[src/rtl/slc3_pkg.sv]
// rtl/slc3_pkg.sv - SLC-3 control FSM states, opcodes and control encodings
package slc3_pkg;

  typedef enum logic [4:0] {
    HALTED, FETCH1, FETCH2, FETCH3, DECODE, ALU, BR0, BR1, JMP,
    JSR1, JSR2, LDR1, LDR2, LDR3, STR1, STR2, STR3, PAUSE1, PAUSE2
  } state_t;

  localparam logic [3:0] OP_BR    = 4'b0000;
  localparam logic [3:0] OP_ADD   = 4'b0001;
  localparam logic [3:0] OP_JSR   = 4'b0100;
  localparam logic [3:0] OP_AND   = 4'b0101;
  localparam logic [3:0] OP_LDR   = 4'b0110;
  localparam logic [3:0] OP_STR   = 4'b0111;
  localparam logic [3:0] OP_NOT   = 4'b1001;
  localparam logic [3:0] OP_JMP   = 4'b1100;
  localparam logic [3:0] OP_PAUSE = 4'b1101;

  localparam logic [1:0] ALUK_ADD  = 2'b00;
  localparam logic [1:0] ALUK_AND  = 2'b01;
  localparam logic [1:0] ALUK_NOT  = 2'b10;
  localparam logic [1:0] ALUK_PASS = 2'b11;

  localparam logic [1:0] PCMUX_PC1   = 2'b00;
  localparam logic [1:0] PCMUX_ADDER = 2'b10;

  localparam logic [1:0] A2_ZERO  = 2'b00;
  localparam logic [1:0] A2_OFF6  = 2'b01;
  localparam logic [1:0] A2_OFF9  = 2'b10;
  localparam logic [1:0] A2_OFF11 = 2'b11;

  function automatic logic [1:0] alu_op(input logic [3:0] op);
    case (op)
      OP_AND:  alu_op = ALUK_AND;
      OP_NOT:  alu_op = ALUK_NOT;
      default: alu_op = ALUK_ADD;
    endcase
  endfunction

endpackage

[src/rtl/slc3_mem_wait.sv]
// rtl/slc3_mem_wait.sv - shared SRAM wait-state counter for read/write strobes
module slc3_mem_wait #(
  parameter int MEM_WAIT = 2
) (
  input  logic clk,
  input  logic rst_n,
  input  logic active,
  output logic done
);

  logic [3:0] wait_cnt;

  assign done = active && (wait_cnt == 4'(MEM_WAIT - 1));

  // Clearing on done as well as when idle guarantees every memory state starts at 0
  always_ff @(posedge clk or negedge rst_n) begin
    if (!rst_n)
      wait_cnt <= 4'd0;
    else if (!active || done)
      wait_cnt <= 4'd0;
    else
      wait_cnt <= wait_cnt + 4'd1;
  end

endmodule

[src/rtl/slc3_isdu.sv]
// rtl/slc3_isdu.sv - SLC-3 instruction sequencing and decode control FSM
module slc3_isdu
  import slc3_pkg::*;
#(
  parameter int MEM_WAIT = 2
) (
  input  logic        Clk,
  input  logic        Reset_n,
  input  logic        Run,
  input  logic        Continue,
  input  logic [15:0] IR,
  input  logic        BEN,
  output logic        LD_MAR,
  output logic        LD_MDR,
  output logic        LD_IR,
  output logic        LD_BEN,
  output logic        LD_CC,
  output logic        LD_REG,
  output logic        LD_PC,
  output logic        LD_LED,
  output logic        GatePC,
  output logic        GateMDR,
  output logic        GateALU,
  output logic        GateMARMUX,
  output logic [1:0]  PCMUX,
  output logic        DRMUX,
  output logic        SR1MUX,
  output logic        SR2MUX,
  output logic        ADDR1MUX,
  output logic [1:0]  ADDR2MUX,
  output logic [1:0]  ALUK,
  output logic        MIO_EN,
  output logic        Mem_OE_n,
  output logic        Mem_WE_n
);

  state_t state, next_state;
  logic   mem_active, mem_done;
  logic   unused_ir;

  assign unused_ir  = ^{IR[10:6], IR[4:0]};
  assign mem_active = (state == FETCH2) || (state == LDR2) || (state == STR3);

  slc3_mem_wait #(.MEM_WAIT(MEM_WAIT)) u_wait (
    .clk    (Clk),
    .rst_n  (Reset_n),
    .active (mem_active),
    .done   (mem_done)
  );

  always_ff @(posedge Clk or negedge Reset_n) begin
    if (!Reset_n)
      state <= HALTED;
    else
      state <= next_state;
  end

  always_comb begin
    next_state = state;
    LD_MAR = 1'b0; LD_MDR = 1'b0; LD_IR = 1'b0; LD_BEN = 1'b0;
    LD_CC = 1'b0; LD_REG = 1'b0; LD_PC = 1'b0; LD_LED = 1'b0;
    GatePC = 1'b0; GateMDR = 1'b0; GateALU = 1'b0; GateMARMUX = 1'b0;
    PCMUX = PCMUX_PC1; DRMUX = 1'b0; SR1MUX = 1'b0; SR2MUX = 1'b0;
    ADDR1MUX = 1'b0; ADDR2MUX = A2_ZERO; ALUK = ALUK_ADD;
    MIO_EN = 1'b0; Mem_OE_n = 1'b1; Mem_WE_n = 1'b1;

    case (state)
      HALTED: if (Run) next_state = FETCH1;
      FETCH1: begin
        GatePC = 1'b1; LD_MAR = 1'b1; PCMUX = PCMUX_PC1; LD_PC = 1'b1;
        next_state = FETCH2;
      end
      FETCH2, LDR2: begin
        Mem_OE_n = 1'b0; MIO_EN = 1'b1;
        if (mem_done) begin
          LD_MDR = 1'b1;
          next_state = (state == FETCH2) ? FETCH3 : LDR3;
        end
      end
      FETCH3: begin
        GateMDR = 1'b1; LD_IR = 1'b1;
        next_state = DECODE;
      end
      DECODE: begin
        LD_BEN = 1'b1;
        case (IR[15:12])
          OP_ADD, OP_AND, OP_NOT: next_state = ALU;
          OP_BR:    next_state = BR0;
          OP_JMP:   next_state = JMP;
          OP_JSR:   next_state = JSR1;
          OP_LDR:   next_state = LDR1;
          OP_STR:   next_state = STR1;
          OP_PAUSE: next_state = PAUSE1;
          default:  next_state = FETCH1;
        endcase
      end
      ALU: begin
        SR1MUX = 1'b1; SR2MUX = IR[5]; ALUK = alu_op(IR[15:12]);
        GateALU = 1'b1; LD_REG = 1'b1; LD_CC = 1'b1;
        next_state = FETCH1;
      end
      BR0: next_state = BEN ? BR1 : FETCH1;
      BR1: begin
        ADDR2MUX = A2_OFF9; PCMUX = PCMUX_ADDER; LD_PC = 1'b1;
        next_state = FETCH1;
      end
      JMP: begin
        SR1MUX = 1'b1; ADDR1MUX = 1'b1; ADDR2MUX = A2_ZERO;
        PCMUX = PCMUX_ADDER; LD_PC = 1'b1;
        next_state = FETCH1;
      end
      JSR1: begin
        GatePC = 1'b1; DRMUX = 1'b1; LD_REG = 1'b1;
        next_state = JSR2;
      end
      // JSRR through R7 deliberately picks up the freshly written return address
      JSR2: begin
        if (IR[11]) begin
          ADDR2MUX = A2_OFF11;
        end else begin
          ADDR1MUX = 1'b1; SR1MUX = 1'b1;
        end
        PCMUX = PCMUX_ADDER; LD_PC = 1'b1;
        next_state = FETCH1;
      end
      LDR1, STR1: begin
        SR1MUX = 1'b1; ADDR1MUX = 1'b1; ADDR2MUX = A2_OFF6;
        GateMARMUX = 1'b1; LD_MAR = 1'b1;
        next_state = (state == LDR1) ? LDR2 : STR2;
      end
      LDR3: begin
        GateMDR = 1'b1; LD_REG = 1'b1; LD_CC = 1'b1;
        next_state = FETCH1;
      end
      STR2: begin
        ALUK = ALUK_PASS; GateALU = 1'b1; LD_MDR = 1'b1;
        next_state = STR3;
      end
      STR3: begin
        Mem_WE_n = 1'b0;
        if (mem_done) next_state = FETCH1;
      end
      PAUSE1: begin
        LD_LED = 1'b1;
        if (Continue) next_state = PAUSE2;
      end
      PAUSE2: begin
        LD_LED = 1'b1;
        if (!Continue) next_state = FETCH1;
      end
      default: next_state = HALTED;
    endcase
  end

endmodule

[config.mk]
export PLATFORM = sky130hd
export DESIGN_NAME = slc3_isdu
export DESIGN_NICKNAME = d
export VERILOG_FILES = /design/src/rtl/slc3_pkg.sv /design/src/rtl/slc3_mem_wait.sv /design/src/rtl/slc3_isdu.sv
export SDC_FILE = /design/constraint.sdc
export NUM_CORES = 1
export LEC_CHECK = 0
export CAP_MARGIN = 20
export CORE_ASPECT_RATIO = 0.6
export CORE_UTILIZATION = 46
export CTS_BUF_LIST = sky130_fd_sc_hd__clkbuf_4 sky130_fd_sc_hd__clkbuf_8
export DETAILED_ROUTE_END_ITERATION = 16
export GPL_TIMING_DRIVEN = 0
export PLACE_DENSITY = 0.87
export SETUP_SLACK_MARGIN = 0.1
export SYNTH_ARGS = -nofsm -noshare
export SYNTH_HDL_FRONTEND = slang
export SYNTH_SLANG_ARGS = --single-unit
[constraint.sdc]
create_clock -name Clk -period 4.69 [get_ports Clk]
set_input_delay 0.7035 -clock Clk [delete_from_list [all_inputs] [get_ports Clk]]
set_output_delay 0.7035 -clock Clk [all_outputs]
set_load 0.005 [all_outputs]
==> flow_summary.json, run 1 <==
{
  "crit_path_max_fanout": 10,
  "p_comb_share_pct": 70.7,
  "start_util_pct": 51.91,
  "antenna_found_initial": 0,
  "hold_path_class": "flip-flop to flip-flop",
  "cts_resized": 0,
  "period_needed_ns": 3.307,
  "clock_latency_ns": 0.24,
  "hold_viol": 0,
  "rows": 12,
  "p_sw_share_pct": 44.84,
  "ctsHtreeMaxLevel": 1,
  "layout_commonest_cell": "clkdlybuf4s50_1",
  "grt_max_degree": 11,
  "drtPass1Iterations": 5,
  "worst-endpoint-arrival_ns": 2.60,
  "routedWlPerCell_um": 16.61,
  "io_buffers": 34,
  "track_usage_pct": 31.30,
  "drtIter0Drc": 150,
  "ys_ff_latch": 9,
  "endpoint_kind": "primary output",
  "hpwl_um": 2519,
  "power.total_mw": 0.7230,
  "grt-ovfl-total": 0,
  "design.core.area_um2": 1967,
  "die_area_um2": 2418,
  "drt-vias-per-instance": 6.252,
  "syn_inst": 140,
  "routed_wl_um": 3422,
  "yosysSeqAreaShare_pct": 22.06,
  "rsz0062_at_grt": "false",
  "syn_nets": 163,
  "postRouteAntennaNets": 0,
  "drc": 0,
  "n_fill_cell": 136,
  "setup_viol": 0,
  "post_cts_buffers": 0,
  "gp_congestion": 0.9582,
  "crit_path_start_kind": "flip-flop",
  "report.final.slew_viol_count": 0,
  "vdd_drop_max_v": 0.0002062,
  "syn_area_um2": 1021,
  "ys_types": 50,
  "antenna_cells": 0,
  "synth_edf_count": 0,
  "path_clk_slew_ns": 0.05,
  "fin_nets": 202,
  "relSlewSlack_pct": 62.62,
  "max-cap-violations": 0,
  "powerDensity_nw_per_um2": 500.3,
  "p_switching_mw": 0.3242,
  "yosys_warnings": 0,
  "crit_required_ns": 3.99,
  "synthArstFlopShare_pct": 100.0,
  "die_y_um": 38.50,
  "cts_root_buffer": "clkbuf_8",
  "layout-drive-gt1-share_pct": 9.551,
  "power.share.clock_pct": 13.9,
  "io_pins": 46,
  "grt_pass1_vias": 1139,
  "period_share_pct": 70.51,
  "mostFrequentLayoutCells": "34 x clkdlybuf4s50_1, 18 x nor2_1, 16 x nand2_1",
  "num_vias": 1288,
  "power.internal_mw": 0.3988,
  "syn_to_final_growth_pct": 41.54,
  "max_freq_mhz": 302.4,
  "tightest_slew_ns": 0.5606,
  "clock-sinks": 9,
  "cts_inserted_buffers": 3,
  "finalSetupTns_ns": 0,
  "seq_power_share_pct": 15.4,
  "tritoncts": "built",
  "grt_pass1_wl_um": 5533,
  "clock_path_buffers": 2,
  "die-width_um": 62.82,
  "setup.worst_path.class": "flip-flop to primary output",
  "dominantRegCellSynth": "dfrtp_1",
  "status": "completed",
  "p_leak_nw": 0.5839,
  "syn_avg_cell_area_um2": 7.293,
  "fin_worst_skew_ns": 0.008170,
  "multi_input_area_um2": 708.2,
  "regArea_um2": 225.2,
  "postCtsHoldBufs": 0
}
[Yosys cell counts (2+ instances only)]
master / n / share of area (%)
nor2_1: 18 / 6.6
nand2_1: 16 / 5.9
dfrtp_1: 9 / 22
a21oi_1: 7 / 3.4
inv_1: 7 / 2.6
nor3_1: 7 / 3.4
clkbuf_1: 6 / 2.2
and2_1: 5 / 3.1
nand2b_1: 5 / 3.1
o21ai_0: 4 / 2.0
nand3_1: 3 / 1.5
xnor2_1: 3 / 2.6
a2111oi_2: 2 / 2.9
a211oi_1: 2 / 1.5
a32oi_1: 2 / 1.7
buf_6: 2 / 2.2
ha_1: 2 / 2.5
nor2b_1: 2 / 1.2
nor4_1: 2 / 1.2
o211ai_1: 2 / 1.5
o22ai_1: 2 / 1.2
or2_1: 2 / 1.2
or3_1: 2 / 1.2
xor2_1: 2 / 1.7
[worst max-delay path: stages (launching register included)]
cell	delay (ns)
dfrtp_1	0.32
clkbuf_1	0.40
nand2b_1	0.28
nor2_1	0.25
nand2_1	0.19
o41ai_1	0.36
clkdlybuf4s50_1	0.56
[kinds of logic after synthesis]
logic type | synth area share [%]
other | 0.3673
XOR/XNOR | 4.290
multiplexers | 1.103
AO/OA/AOI/OAI | 23.28
buffers and inverters | 8.578
adder cells (fa/ha/maj) | 2.451
flip-flops | 22.06
AND/OR/NAND/NOR | 37.87
[metrics by stage]
step | cells | hold WS [ns] | setup WS [ns] | area, um2 | util (%)
after CTS | 206 | 0.5059 | 1.401 | 1445 | 73.47
after detailed placement | 202 | 0.4995 | 1.675 | 1396 | 70.99
after floorplan | 140 | 0.4079 | 2.340 | 1021 | -
after global placement | 202 | 0.4822 | 1.744 | 1396 | 70.99
final | 206 | 0.5129 | 1.383 | 1445 | 73.47
after global routing | 206 | 0.5299 | 1.144 | 1445 | 73.47
[power by group through the flow]
| stage | combinational (mW) | sequential, mW | clock (mW) |
|---|---|---|---|
| 6_report | 0.511 | 0.111 | 0.100 |
| 5_1_grt | 0.556 | 0.112 | 0.103 |
| 4_1_cts | 0.499 | 0.110 | 0.0990 |
| 3_5_place_dp | 0.494 | 0.111 | 0 |
| 3_3_place_gp | 0.478 | 0.110 | 0 |
| 2_1_floorplan | 0.315 | 0.108 | 0 |
[cell type report]
cell class / count / area share (%)
clock buffers: 4 / 3.377
flip-flops and latches: 9 / 15.58
well taps: 28 / 2.424
repair buffers: 34 / 23.55
multi-input cells: 113 / 49.00
plain buffers: 11 / 4.242
inverters: 7 / 1.818
[layer usage]
layer / up-vias / wire [um] / track usage (%)
met5: - / 0 / 0
met4: 0 / 144 / 15.12
met3: 22 / 478 / 8.929
met2: 115 / 1410 / 48.91
met1: 579 / 1387 / 40.32
li1: 572 / - / -
[registers in the layout, indices dropped and copies added (netlist names)]
name	cells
state	5
u_wait.wait_cnt	4
[path summary, 6_finish.rpt]
kind / from / endpoint / slack (ns) / depth (start not counted)
max in group asynchronous: Reset_n / state[4] / 3.59 / 1
min in group asynchronous: Reset_n / u_wait.wait_cnt[0] / 0.78 / 1
setup reg to reg: state[3] / state[1] / 2.78 / 4
hold reg to reg: u_wait.wait_cnt[0] / u_wait.wait_cnt[0] / 0.51 / 1
setup / recovery: state[0] / ALUK[0] / 1.38 / 6
hold / removal: u_wait.wait_cnt[0] / u_wait.wait_cnt[0] / 0.51 / 1
Note: power is estimated with default switching activity, not from simulation.
==> run 2, diff against run 1 <==
--- a/config.mk
+++ b/config.mk
@@ -7,11 +7,11 @@
 export LEC_CHECK = 0
 export CAP_MARGIN = 20
 export CORE_ASPECT_RATIO = 0.6
-export CORE_UTILIZATION = 46
+export CORE_UTILIZATION = 39
 export CTS_BUF_LIST = sky130_fd_sc_hd__clkbuf_4 sky130_fd_sc_hd__clkbuf_8
 export DETAILED_ROUTE_END_ITERATION = 16
 export GPL_TIMING_DRIVEN = 0
-export PLACE_DENSITY = 0.87
+export PLACE_DENSITY = 0.79
 export SETUP_SLACK_MARGIN = 0.1
 export SYNTH_ARGS = -nofsm -noshare
 export SYNTH_HDL_FRONTEND = slang
==> constraint.sdc (replaced) <==
create_clock -name Clk -period 2.85 [get_ports Clk]
set_input_delay 0.4275 -clock Clk [delete_from_list [all_inputs] [get_ports Clk]]
set_output_delay 0.4275 -clock Clk [all_outputs]
set_load 0.005 [all_outputs]
==> run 2 against run 1 <==
Sequential share of layout area decreased by 0.088 points. Count of clock-buffer cells in the layout is the same. Register-to-register slack got worse by 1.8 ns. Highest routed layer unchanged.
==> flow_summary.json, run 2 (same netlist as run 1, synthesis figures left out) <==
{
  "status": "completed",
  "fin_nets": 201,
  "powerDensity_nw_per_um2": 792.5,
  "grt_pass1_vias": 1026,
  "largest_register_ffs": 5,
  "start_util_pct": 44.20,
  "mostFrequentLayoutCells": "32 x clkdlybuf4s50_1, 17 x nor2_1, 16 x nand2_1",
  "p_leak_nw": 0.6115,
  "critPathBufInv": 2,
  "regArea_um2": 226.5,
  "power.internal_mw": 0.6525,
  "rr_worst_depth": 5,
  "use_met1_pct": 35.25,
  "max-cap-violations": 0,
  "hold_path_class": "input port to async pin",
  "layout_commonest_cell": "clkdlybuf4s50_1",
  "clock_latency_ns": 0.23,
  "endpoint_kind": "primary output",
  "report.final.slew_viol_count": 0,
  "fin_util_pct": 63.27,
  "grt_max_degree": 11,
  "seq_power_share_pct": 17.4,
  "die_y_um": 41.63,
  "cts_root_buffer": "clkbuf_8",
  "top_register": "state",
  "met2_usage_pct": 32.75,
  "clock_path_buffers": 2,
  "ctsHtreeMaxLevel": 1,
  "syn_to_final_growth_pct": 43.14,
  "layout-drive-gt1-share_pct": 12.99,
  "clock-sinks": 9,
  "gp_congestion": 0.9120,
  "design.core.area_um2": 2310,
  "io_pins": 46,
  "cpPeakStageDelay_ns": 0.55,
  "rows": 13,
  "setup.worst_path.class": "flip-flop to primary output",
  "io_buffers": 34,
  "crit_path_max_fanout": 10,
  "num_vias": 1223,
  "drtPass1Iterations": 4,
  "grt-ovfl-total": 0,
  "die-width_um": 68.06,
  "postCtsHoldBufs": 0,
  "drtIter0Drc": 165,
  "crit_required_ns": 2.42,
  "routed_wl_um": 3188,
  "r2r_setup_slack_ns": 0.93,
  "hpwl_um": 2389,
  "met3_usage_pct": 5.769,
  "cts_inserted_buffers": 3,
  "tritoncts": "built",
  "setup_viol": 0,
  "crit_path_start_kind": "flip-flop",
  "worst-path-stages": 6,
  "max_freq_mhz": 374.4,
  "p_switching_mw": 0.5057,
  "cp_top_family": "buffers and inverters",
  "hold_viol": 0,
  "post_cts_buffers": 0,
  "vdd_drop_max_v": 0.0002443,
  "worst-endpoint-arrival_ns": 2.24,
  "top_regs": "state x5, u_wait.wait_cnt x4",
  "antenna_found_initial": 0,
  "r2r-end": "state[1]",
  "p_comb_share_pct": 69.3,
  "die_area_um2": 2833,
  "track_usage_pct": 23.46,
  "path_clk_slew_ns": 0.04,
  "finalSetupTns_ns": 0,
  "whs_ns": 0.4932,
  "period_needed_ns": 2.671,
  "r2r_start": "state[2]",
  "n_fill_cell": 203,
  "postRouteAntennaNets": 0,
  "cpMaxStageDelayCell": "clkdlybuf4s50_1",
  "grt-busiest-layer": "met1",
  "drc": 0,
  "rsz0062_at_grt": "true",
  "routedWlPerCell_um": 15.40,
  "drt-vias-per-instance": 5.908,
  "power.share.clock_pct": 13.4,
  "p_sw_share_pct": 43.66,
  "antenna_cells": 0,
  "multi_input_area_um2": 720.7,
  "period_share_pct": 93.72,
  "crit_chain": "buf_2, nand2b_2, nor2_2, nand2_1, o41ai_2, clkdlybuf4s50_1",
  "grt_pass1_wl_um": 4919,
  "fin_worst_skew_ns": 0.003363
}
## run 2: worst reg2reg max path, cell delays in order, from the launching register on
cell	delay (ns)
dfrtp_1	0.37
buf_6	0.14
or3b_1	0.44
a211oi_1	0.46
o21ai_0	0.19
a221oi_2	0.23
## run 2: repair_timing
| action | 4_1_cts | 5_1_grt |
|---|---|---|
| gates cloned | 0 | 0 |
| resized for setup | 1 | 8 |
| endpoints found under the setup margin | 3 | 5 |
## run 2: routing by layer
layer,wire length [um],part of all wire [%],vias up
met4,85,2.7,0
met1,1464,46,584
met2,1348,42,60
met3,290,9.1,10
li1,-,-,569
met5,0,0,-
## run 2: cell type report
class	instances	area share (%)
multi-input combinational	113	49.32
tap	30	2.568
clock buffer	4	3.339
inverter	7	1.798
timing repair buffer	34	23.37
buffer	10	4.110
sequential	9	15.50
## run 2: worst max-delay path by stage
stage                  start      end
finish              state[1]  ALUK[0]
floorplan           state[2]   LD_MDR
global placement    state[3]   LD_MDR
detailed placement  state[0]  ALUK[0]
CTS                 state[1]  ALUK[0]
global route        state[1]  ALUK[0]
## run 2: through the flow
step / instances / worst slack (ns) / area (um2) / total power, mW
global route: 207 / 0.06202 / 1461 / 1.244
CTS: 207 / 0.07778 / 1443 / 1.140
global placement: 204 / 0.2177 / 1399 / 0.9692
finish: 207 / 0.1789 / 1461 / 1.158
detailed placement: 204 / 0.2008 / 1399 / 0.9870
floorplan: 140 / 0.7762 / 1021 / 0.6959
## run 2: power groups by stage
stage / combinational [mW] / clock [mW] / sequential [mW]
floorplan: 0.519 / 0 / 0.177
global placement: 0.789 / 0 / 0.180
detailed placement: 0.807 / 0 / 0.180
CTS: 0.786 / 0.156 / 0.198
global route: 0.874 / 0.164 / 0.205
finish: 0.802 / 0.155 / 0.201
